[config.mk]
export PLATFORM = sky130hd
export DESIGN_NAME = wb_dbg_master
export DESIGN_NICKNAME = d
export VERILOG_FILES = /design/src/rtl/wb_dbg_pkg.sv /design/src/rtl/dbg_shreg32.sv /design/src/rtl/wb_dbg_master.sv
export SDC_FILE = /design/constraint.sdc
export NUM_CORES = 1
export LEC_CHECK = 0
export BUFFER_PORTS_ARGS = -buffer_cell sky130_fd_sc_hd__buf_2
export CAP_MARGIN = 20
export CORE_ASPECT_RATIO = 1.5
export CORE_MARGIN = 2
export CORE_UTILIZATION = 57
export DETAILED_ROUTE_END_ITERATION = 8
export HOLD_SLACK_MARGIN = 0.06
export PLACE_DENSITY_LB_ADDON = 0.05
export SLEW_MARGIN = 20
export SYNTH_ARGS = -nofsm -noshare
export SYNTH_HDL_FRONTEND = slang
export SYNTH_SLANG_ARGS = --single-unit
[constraint.sdc]
create_clock -name clk -period 2.9 [get_ports clk]
set_clock_uncertainty 0.05 [all_clocks]
set_input_delay 0.29 -clock clk [delete_from_list [all_inputs] [get_ports clk]]
set_output_delay 0.29 -clock clk [all_outputs]
set_load 0.05 [all_outputs]
[src/rtl/wb_dbg_pkg.sv]
// Shared command/response codes and FSM state encoding for the UART-to-Wishbone debug master.
package wb_dbg_pkg;

    localparam logic [7:0] CMD_READ  = 8'h52;
    localparam logic [7:0] CMD_WRITE = 8'h57;

    localparam logic [7:0] RSP_OK  = 8'h2B;
    localparam logic [7:0] RSP_ERR = 8'h21;
    localparam logic [7:0] RSP_UNK = 8'h3F;

    typedef enum logic [2:0] {
        IDLE,
        RX_ADR,
        RX_DAT,
        BUS,
        TX,
        TX_WAIT
    } state_t;

endpackage

[src/rtl/dbg_shreg32.sv]
// 32-bit byte-wide shift register, MSB-first in and out, with a 2-bit count of bytes moved.
// Priority: clr > load > shift_in > shift_out.
module dbg_shreg32
    import wb_dbg_pkg::*;
(
    input  logic        clk,
    input  logic        reset,
    input  logic        clr,
    input  logic        load,
    input  logic [31:0] load_dat,
    input  logic        shift_in,
    input  logic [7:0]  in_byte,
    input  logic        shift_out,
    output logic [31:0] q,
    output logic [1:0]  cnt
);

    always_ff @(posedge clk) begin
        if (reset || clr) begin
            q   <= '0;
            cnt <= '0;
        end else if (load) begin
            q   <= load_dat;
            cnt <= '0;
        end else if (shift_in) begin
            q   <= {q[23:0], in_byte};
            cnt <= cnt + 2'd1;
        end else if (shift_out) begin
            q   <= {q[23:0], 8'h00};
            cnt <= cnt + 2'd1;
        end
    end

endmodule

[src/rtl/wb_dbg_master.sv]
// Wishbone master driven by a UART byte stream: parses R/W commands, runs one 32-bit
// bus cycle, and returns the read data or a one-byte status through the transmitter.
module wb_dbg_master
    import wb_dbg_pkg::*;
#(
    parameter int bus_timeout = 1024,
    parameter int rx_timeout  = 5000000
) (
    input  logic        clk,
    input  logic        reset,
    input  logic [7:0]  rx_data,
    input  logic        rx_avail,
    output logic        rx_ack,
    output logic [7:0]  tx_data,
    output logic        tx_wr,
    input  logic        tx_busy,
    output logic [31:0] wb_adr_o,
    output logic [31:0] wb_dat_o,
    input  logic [31:0] wb_dat_i,
    output logic [3:0]  wb_sel_o,
    output logic        wb_we_o,
    output logic        wb_cyc_o,
    output logic        wb_stb_o,
    input  logic        wb_ack_i,
    input  logic        wb_err_i,
    output logic        busy
);

    localparam int BW = (bus_timeout > 1) ? $clog2(bus_timeout) : 1;
    localparam int RW = (rx_timeout  > 1) ? $clog2(rx_timeout)  : 1;
    localparam logic [BW-1:0] BUS_LAST = BW'(bus_timeout - 1);
    localparam logic [RW-1:0] RX_LAST  = RW'(rx_timeout - 1);

    state_t         state, state_n;
    logic           we_r;
    logic [7:0]     rsp_byte;
    logic           rsp_multi;
    logic           tx_last;
    logic           tx_hold;
    logic [BW-1:0]  bus_cnt;
    logic [RW-1:0]  rx_cnt;

    logic [31:0]    adr_q, dat_q;
    logic [1:0]     adr_cnt, dat_cnt;

    logic           rx_take;
    logic           adr_clr, adr_shift;
    logic           dat_clr, dat_shift, dat_load, dat_pop;
    logic           we_set, we_val;
    logic           cyc_start, cyc_end;
    logic           rsp_set, rsp_multi_val;
    logic [7:0]     rsp_val;
    logic           tx_fire;
    logic           in_rx;

    assign in_rx   = (state == RX_ADR) || (state == RX_DAT);
    assign rx_take = rx_avail && !reset && ((state == IDLE) || in_rx);
    assign rx_ack  = rx_take;
    assign busy    = (state != IDLE);

    assign wb_adr_o = adr_q;
    assign wb_dat_o = dat_q;
    assign wb_stb_o = wb_cyc_o;
    assign wb_we_o  = wb_cyc_o && we_r;
    assign wb_sel_o = {4{wb_cyc_o}};

    dbg_shreg32 u_adr (
        .clk       (clk),
        .reset     (reset),
        .clr       (adr_clr),
        .load      (1'b0),
        .load_dat  (32'h0),
        .shift_in  (adr_shift),
        .in_byte   (rx_data),
        .shift_out (1'b0),
        .q         (adr_q),
        .cnt       (adr_cnt)
    );

    // Data register doubles as the read-response serialiser.
    dbg_shreg32 u_dat (
        .clk       (clk),
        .reset     (reset),
        .clr       (dat_clr),
        .load      (dat_load),
        .load_dat  (wb_dat_i),
        .shift_in  (dat_shift),
        .in_byte   (rx_data),
        .shift_out (dat_pop),
        .q         (dat_q),
        .cnt       (dat_cnt)
    );

    always_comb begin
        state_n       = state;
        adr_clr       = 1'b0;
        adr_shift     = 1'b0;
        dat_clr       = 1'b0;
        dat_shift     = 1'b0;
        dat_load      = 1'b0;
        dat_pop       = 1'b0;
        we_set        = 1'b0;
        we_val        = 1'b0;
        cyc_start     = 1'b0;
        cyc_end       = 1'b0;
        rsp_set       = 1'b0;
        rsp_val       = RSP_UNK;
        rsp_multi_val = 1'b0;
        tx_fire       = 1'b0;
        case (state)
            IDLE: begin
                if (rx_take) begin
                    if (rx_data == CMD_READ || rx_data == CMD_WRITE) begin
                        state_n = RX_ADR;
                        we_set  = 1'b1;
                        we_val  = (rx_data == CMD_WRITE);
                        adr_clr = 1'b1;
                        dat_clr = 1'b1;
                    end else begin
                        state_n = TX;
                        rsp_set = 1'b1;
                        rsp_val = RSP_UNK;
                    end
                end
            end
            RX_ADR: begin
                if (rx_take) begin
                    adr_shift = 1'b1;
                    if (adr_cnt == 2'd3) begin
                        if (we_r) begin
                            state_n = RX_DAT;
                        end else begin
                            state_n   = BUS;
                            cyc_start = 1'b1;
                        end
                    end
                end else if (rx_cnt == RX_LAST) begin
                    state_n = IDLE;
                end
            end
            RX_DAT: begin
                if (rx_take) begin
                    dat_shift = 1'b1;
                    if (dat_cnt == 2'd3) begin
                        state_n   = BUS;
                        cyc_start = 1'b1;
                    end
                end else if (rx_cnt == RX_LAST) begin
                    state_n = IDLE;
                end
            end
            BUS: begin
                // err outranks ack; either outranks a coincident timeout.
                if (wb_err_i || (!wb_ack_i && bus_cnt == BUS_LAST)) begin
                    state_n = TX;
                    cyc_end = 1'b1;
                    rsp_set = 1'b1;
                    rsp_val = RSP_ERR;
                end else if (wb_ack_i) begin
                    state_n       = TX;
                    cyc_end       = 1'b1;
                    rsp_set       = 1'b1;
                    rsp_val       = RSP_OK;
                    rsp_multi_val = !we_r;
                    dat_load      = !we_r;
                end
            end
            TX: begin
                if (!tx_busy) begin
                    tx_fire = 1'b1;
                    dat_pop = rsp_multi;
                    state_n = TX_WAIT;
                end
            end
            TX_WAIT: begin
                // The first cycle after tx_wr ignores tx_busy; the UART may not have raised it yet.
                if (!tx_hold && !tx_busy)
                    state_n = tx_last ? IDLE : TX;
            end
            default: state_n = IDLE;
        endcase
    end

    always_ff @(posedge clk) begin
        if (reset) begin
            state     <= IDLE;
            we_r      <= 1'b0;
            wb_cyc_o  <= 1'b0;
            tx_wr     <= 1'b0;
            tx_data   <= 8'h00;
            rsp_byte  <= 8'h00;
            rsp_multi <= 1'b0;
            tx_last   <= 1'b0;
            tx_hold   <= 1'b0;
            bus_cnt   <= '0;
            rx_cnt    <= '0;
        end else begin
            state   <= state_n;
            tx_wr   <= tx_fire;
            tx_hold <= tx_fire;
            if (we_set)
                we_r <= we_val;
            if (cyc_start)
                wb_cyc_o <= 1'b1;
            else if (cyc_end)
                wb_cyc_o <= 1'b0;
            if (rsp_set) begin
                rsp_byte  <= rsp_val;
                rsp_multi <= rsp_multi_val;
            end
            if (tx_fire) begin
                tx_data <= rsp_multi ? dat_q[31:24] : rsp_byte;
                tx_last <= !rsp_multi || (dat_cnt == 2'd3);
            end
            bus_cnt <= (state == BUS) ? bus_cnt + BW'(1) : '0;
            rx_cnt  <= (rx_take || !in_rx) ? '0 : rx_cnt + RW'(1);
        end
    end

endmodule
==> results of run 1 <==
## cells in the mapped netlist, types with 2 or more instances
library cell	n
a22o_1	2
buf_4	8
nand2b_1	5
or4b_2	2
a22oi_1	8
nor2_1	70
a21oi_1	54
a211oi_1	29
nand2_1	85
nor3_1	13
and4_1	4
buf_8	2
xnor2_1	14
and2_1	2
mux2i_1	26
buf_2	13
xor2_1	14
a211oi_2	2
or3_1	5
nor2b_1	7
and3_1	9
a311oi_1	2
dfxtp_1	120
ha_1	4
a21boi_0	2
nor4_1	6
nand4_1	8
or2_2	3
o21a_1	3
inv_1	4
buf_6	6
clkbuf_1	10
nand3_1	25
o22ai_1	2
o21ai_0	6
## worst max-delay path, stage by stage, from the launching register on
cell	delay (ns)
dfxtp_1	0.45
or3b_1	0.40
nor2_8	0.11
a21oi_4	0.59
buf_16	0.24
mux2i_1	0.24
a211oi_2	0.09
## sequential cells by signal (all words and copies together), names as in the netlist, 2 cells and up
name and count:
rx_cnt 23, u_dat.cnt 2, u_dat.q 32, bus_cnt 10
u_adr.cnt 2, state 3, u_adr.q 32, rsp_byte 3
tx_data 8
## stage by stage
stage | hold slack (ns) | cell area (µm²) | worst slack, ns | std cells
2_1_floorplan | 0.376 | 5280 | 0.817 | 598
3_3_place_gp | 0.390 | 5880 | 0.470 | 807
3_5_place_dp | 0.393 | 5910 | 0.575 | 808
4_1_cts | 0.0822 | 6520 | 0.555 | 840
5_1_grt | 0.104 | 6520 | 0.389 | 840
6_report | 0.0947 | 6520 | 0.568 | 840
## logic make-up after synthesis
kind of cell               synth area share, %
and+or+nand+nor                           24.1
muxes                                     4.93
adders and majority gates                0.949
AOI/OAI and AO/OA                         14.5
buffers and inverters                     5.29
xor gates and xnor gates                  4.65
DFF                                       45.5
## worst max path at each step
stage | startpoint | endpoint | slack [ns] | cells past startpoint
6_report | state[2]$_SDFFE_PP0P_ | u_dat.q[10]$_SDFFE_PP0P_ | 0.57 | 6
5_1_grt | state[2]$_SDFFE_PP0P_ | u_dat.q[10]$_SDFFE_PP0P_ | 0.39 | 6
4_1_cts | state[2]$_SDFFE_PP0P_ | u_dat.q[10]$_SDFFE_PP0P_ | 0.56 | 6
3_5_place_dp | state[2]$_SDFFE_PP0P_ | u_dat.q[10]$_SDFFE_PP0P_ | 0.57 | 6
3_3_place_gp | state[2]$_SDFFE_PP0P_ | u_dat.q[10]$_SDFFE_PP0P_ | 0.47 | 5
2_1_floorplan | state[2]$_SDFFE_PP0P_ | wb_cyc_o$_SDFFE_PP0P_ | 0.82 | 5
## routing by layer
metal | routed length, µm | vias up | part of all wire, %
li1 | - | 2340 | -
met1 | 5280 | 2224 | 42
met2 | 6590 | 124 | 52
met3 | 633 | 10 | 5.0
met4 | 170 | 0 | 1.3
met5 | 0 | - | 0
## power breakdown
| part | internal [W] | leakage, nW | switching [W] |
|---|---|---|---|
| sequential | 0.00171 | 0.968 | 0.0000465 |
| clock | 0.00138 | 0.292 | 0.000763 |
| combinational | 0.000202 | 1.59 | 0.000427 |
## cells in the final DEF (no fill, tap or decap), types with 3 or more instances in the layout
master        n
buf_2       127
dfxtp_1     120
nand2_1      85
nor2_1       70
a21oi_1      54
a211oi_1     29
mux2i_1      26
nand3_1      25
clkbuf_16    17
xor2_1       14
xnor2_1      14
nor3_1       13
and3_1        9
nand4_1       8
a22oi_1       8
buf_4         8
nor2b_1       7
nor4_1        6
o21ai_0       6
or3_1         5
nand2b_1      5
clkinv_4      5
inv_1         4
and4_1        4
ha_1          4
o21a_1        3
or2_2         3
clkinvlp_4    3
bufinv_16     3
## final cells by class
cell class	count	area share [%]
clock inverters	14	2.69
multi-input cells	434	39.9
well taps	112	2.15
clock buffers	18	6.74
repair buffers	137	11.4
flip-flops and latches	120	36.8
inverters	5	0.288
==> flow_summary.ini, run 1 <==
[run_status]
outcome = complete, no violations

[synth]
netlist_instances = 598
synthArstFlopShare_pct = 0
syn_nets = 648
synth_top_area_share_pct = 45.5
ys_types = 58
synth_ff_type = dfxtp_1
syn_avg_cell_area_um2 = 8.82
yosysWarningCount = 0
netlist_area_um2 = 5280
synthTopCellsByArea = dfxtp_1 (46%), nand2_1 (6.0%), a21oi_1 (5.1%)
seq_area_frac_synth_pct = 45.5
synth_edf_count = 0
ys_ff_latch = 120
yosys.area.top_type = dfxtp_1

[worst_hold_path]
holdPathStages = 3
min_to = u_adr.q[3]$_SDFFE_PP0N_
min_from = rx_data[3]
min_path_type = in2reg

[cells_and_area]
regArea_um2 = 2400
layout-drive-gt1-share_pct = 26.0
multi_input_area_um2 = 2600
final_util_pct = 71.3
finalNetCount = 765
antenna_cells = 0
area_growth_pct = 23.6
nFillCells = 731

[timing]
slew_headroom_pct = 50.9
hold_violations = 0
setup_viol = 0
finalMaxSlewViolations = 0
fmax_ghz = 0.429
fin_setup_tns_ns = 0
finalCriticalPeriod_ns = 2.33
period_share_pct = 80.4
grt_setup_unrepaired = false
worstMarginPinSlew_ns = 0.735

[global_route]
grt_pass1_wl_mm = 20.2
grt_pass1_vias = 4380
antenna_found_initial = 0
use_met2_pct = 44.4
gr-max-usage-layer = met2
gr-total-overflow = 0
grt_usage_pct = 25.9
grt.met3_usage_pct = 7.93
gr-usage-met1_pct = 29.7
grt_start_max_net_pins = 69

[power]
finalPower_w = 0.00452
p_per_area_nw_per_um2 = 694
p_leak_nw = 2.85
ir_drop_v = 0.000598

[die]
start_util_pct = 57.7
die_x_um = 82.5
row_count = 43
coreArea_um2 = 9150
die_y_um = 122
io_pins = 128
die_area_um2 = 10100

[worst_setup_path]
worstPathArrival_ns = 2.55
path_max_fanout = 19
cp_data_required_time_ns = 3.12
r2r_slack_ns = 0.57
crit_type = reg2reg
r2r_end = u_dat.q[10]$_SDFFE_PP0P_
r2r_start = state[2]$_SDFFE_PP0P_
critPathLaunchType = flop
reg2reg_depth = 6
cp-end-kind = flop

[cts]
cts_tree = done
ctsResizeCount = 0
numCtsBuffers = 17
clockRootBuffer = clkbuf_16
cts_buffer_depth = 2
h-tree-depth = 4
clk_pin_slew_ns = 0.06
cts_sinks = 120
post_cts_buffers = 0
clk_latency_ns = 0.41
hold_buffers = 0

[flow_run]
cap_violations = 0

[drt]
drc = 0
drt_iter0_drc = 257
via_per_inst = 5.59
routedWlPerCell_um = 15.1
ant_nets = 0
drt_pass1_iterations = 4
finalWirelength_mm = 12.7
vias = 4698

[place]
dpl.hpwl_mm = 8.76
gp_congestion = 0.889
port_buffers = 127
Power figures use the tool's default switching activity.
==> inputs of run 2 (changes only) <==
--- a/config.mk
+++ b/config.mk
@@ -9,7 +9,7 @@
 export CAP_MARGIN = 20
 export CORE_ASPECT_RATIO = 1.5
 export CORE_MARGIN = 2
-export CORE_UTILIZATION = 57
+export CORE_UTILIZATION = 48
 export DETAILED_ROUTE_END_ITERATION = 8
 export HOLD_SLACK_MARGIN = 0.06
 export PLACE_DENSITY_LB_ADDON = 0.05
==> constraint.sdc (replaced) <==
create_clock -name clk -period 2.1 [get_ports clk]
set_clock_uncertainty 0.05 [all_clocks]
set_input_delay 0.21 -clock clk [delete_from_list [all_inputs] [get_ports clk]]
set_output_delay 0.21 -clock clk [all_outputs]
set_load 0.05 [all_outputs]
==> run 2 against run 1 <==
- die area rose by 18%
- total power grew 36%
- wire length increased by 13%
- non-clock buffer count grew 41
- critical path type is now in2reg
- largest cell class unchanged
==> flow_summary.ini, run 2 (synthesis gave the netlist of run 1 again) <==
[drt]
vias = 4833
ant_nets = 0
drt_pass1_iterations = 5
routedWlPerCell_um = 15.7
drc = 0
dr_wl_met3_um = 566
drt_iter0_drc = 137
wl_met1_mm = 5.69
top_layer_used = met4
via_per_inst = 5.29
finalWirelength_mm = 14.3
met2_wirelength_mm = 7.81

[cts]
clk_latency_ns = 0.41
h-tree-depth = 4
cts_sinks = 120
clockRootBuffer = clkbuf_16
clk_pin_slew_ns = 0.06
numCtsBuffers = 17
cts_tree = done
cts_buffer_depth = 2
post_cts_buffers = 0

[power]
seq_power_share_pct = 39.6
p_int_w = 0.00445
power_frac_clock_pct = 45.5
combPwrFrac_pct = 14.9
switching_share_pct = 27.7
p_leak_nw = 3.03
ir_drop_v = 0.000598
finalPower_w = 0.00616
p_per_area_nw_per_um2 = 885
p_switching_w = 0.00171

[worst_setup_path]
crit_chain = dlygate4sd3_1, buf_2, nor4bb_1, and2_1, nand2_1, o21ai_4, clkbuf_16, a211oi_1
slowest_stage = dlygate4sd3_1
r2r_start = state[2]$_SDFFE_PP0P_
critPathLaunchType = input pin
critical_path.startpoint = rx_data[4]
r2r_end = state[2]$_SDFFE_PP0P_
path_max_fanout = 34
crit_type = in2reg
worstPathArrival_ns = 2.23
cp_data_required_time_ns = 2.33
reg2reg_depth = 5
r2r_slack_ns = 0.16
max_stage_delay_ns = 0.52
cp-end-kind = flop

[worst_hold_path]
min_to = u_dat.q[22]$_SDFFE_PP0P_
min_from = wb_dat_i[22]
min_path_type = in2reg
holdPathStages = 3

[place]
dp_slack_ns = 0.130
dpl.hpwl_mm = 9.85
gp_congestion = 0.840
port_buffers = 127

[global_route]
grt_start_max_net_pins = 69
gr-total-overflow = 0
antenna_found_initial = 0
grt_pass1_wl_mm = 23.2
grt_usage_pct = 24.9
grt_pass1_vias = 4758

[die]
die_x_um = 89.6
io_pins = 128
coreArea_um2 = 10600
row_count = 46
start_util_pct = 49.5
die_y_um = 132
die_area_um2 = 11900

[timing]
fmax_ghz = 0.501
setup_viol = 0
fin_setup_tns_ns = 0
grt_setup_unrepaired = false
finalMaxSlewViolations = 0
slew_headroom_pct = 60.1
hold_violations = 0
setup_ws_ns = 0.103
worstMarginPinSlew_ns = 0.598
finalCriticalPeriod_ns = 2.00
period_share_pct = 95.1

[cells_and_area]
layout-drive-gt1-share_pct = 26.3
top_regs = u_adr.q x32, u_dat.q x32, rx_cnt x23
antenna_cells = 0
final_common_cell = buf_2
finalNetCount = 806
final_cell_mix = buf_2 (126), dfxtp_1 (119), nand2_1 (85)
area_growth_pct = 32.0
nFillCells = 946
final_util_pct = 65.4

[flow_run]
cap_violations = 0

[run_status]
outcome = complete, no violations
run 2: cell count changes in the layout (fill, tap and decap cells not counted), sizes merged:
cell | before | now
buf | 137 | 147
bufinv | 3 | 2
clkbuf | 18 | 20
clkinv | 7 | 6
clkinvlp | 3 | 4
dlygate4sd3 | 0 | 30
run 2: layer usage:
layer,global-route usage [%],vias to the layer above
met5,0,-
met4,9.37,0
met3,5.89,18
met2,43.2,110
met1,28.7,2293
li1,-,2412
run 2: critical path: cells and delay by family:
kind	cells	cell delay [ns]
simple gates	3	0.74
compound gates	2	0.31
buf+inv	3	0.95
run 2: power by group through the flow:
stage | combinational, W | clock [W] | sequential, W
floorplan | 0.000501 | 0 | 0.00260
detailed placement | 0.000858 | 0 | 0.00249
global placement | 0.000854 | 0 | 0.00248
global route | 0.000995 | 0.00295 | 0.00245
finish | 0.000920 | 0.00280 | 0.00244
CTS | 0.000908 | 0.00285 | 0.00244
run 2: worst max path at each step:
| stage | slack (ns) | to | depth (start not counted) |
|---|---|---|---|
| global placement | 0.17 | state[2]$_SDFFE_PP0P_ | 5 |
| CTS | 0.03 | rx_ack | 4 |
| floorplan | 0.02 | wb_cyc_o$_SDFFE_PP0P_ | 5 |
| finish | 0.10 | u_dat.q[31]$_SDFFE_PP0P_ | 8 |
| global route | 0.006 | u_dat.q[16]$_SDFFE_PP0P_ | 8 |
| detailed placement | 0.13 | u_dat.q[16]$_SDFFE_PP0P_ | 7 |
run 2: timing repair:
action | in CTS | in global routing
hold buffers | 30 | 0
gates cloned | 0 | 1
endpoints found under the setup margin | 1 | 65
hold endpoints to repair | 30 | 0
pin swaps | 0 | 0
gates resized for setup | 2 | 3
run 2: final cells by class:
cell class              instances  area, µm²  area share [%]
multi-input cells             434       2610            37.5
flip-flops and latches        120       2400            34.5
repair buffers                178       1180            16.9
clock buffers                  19        443            6.36
well taps                     144        180            2.59
clock inverters                13        129            1.85
inverters                       5       18.8           0.270
run 2: stage by stage:
stage	cells	hold WS [ns]	cell area, µm²
6_report	913	0.0713	6960
5_1_grt	913	0.0794	6960
4_1_cts	912	0.0627	6930
3_5_place_dp	850	0.396	6050
3_3_place_gp	850	0.391	6050
2_1_floorplan	598	0.296	5280
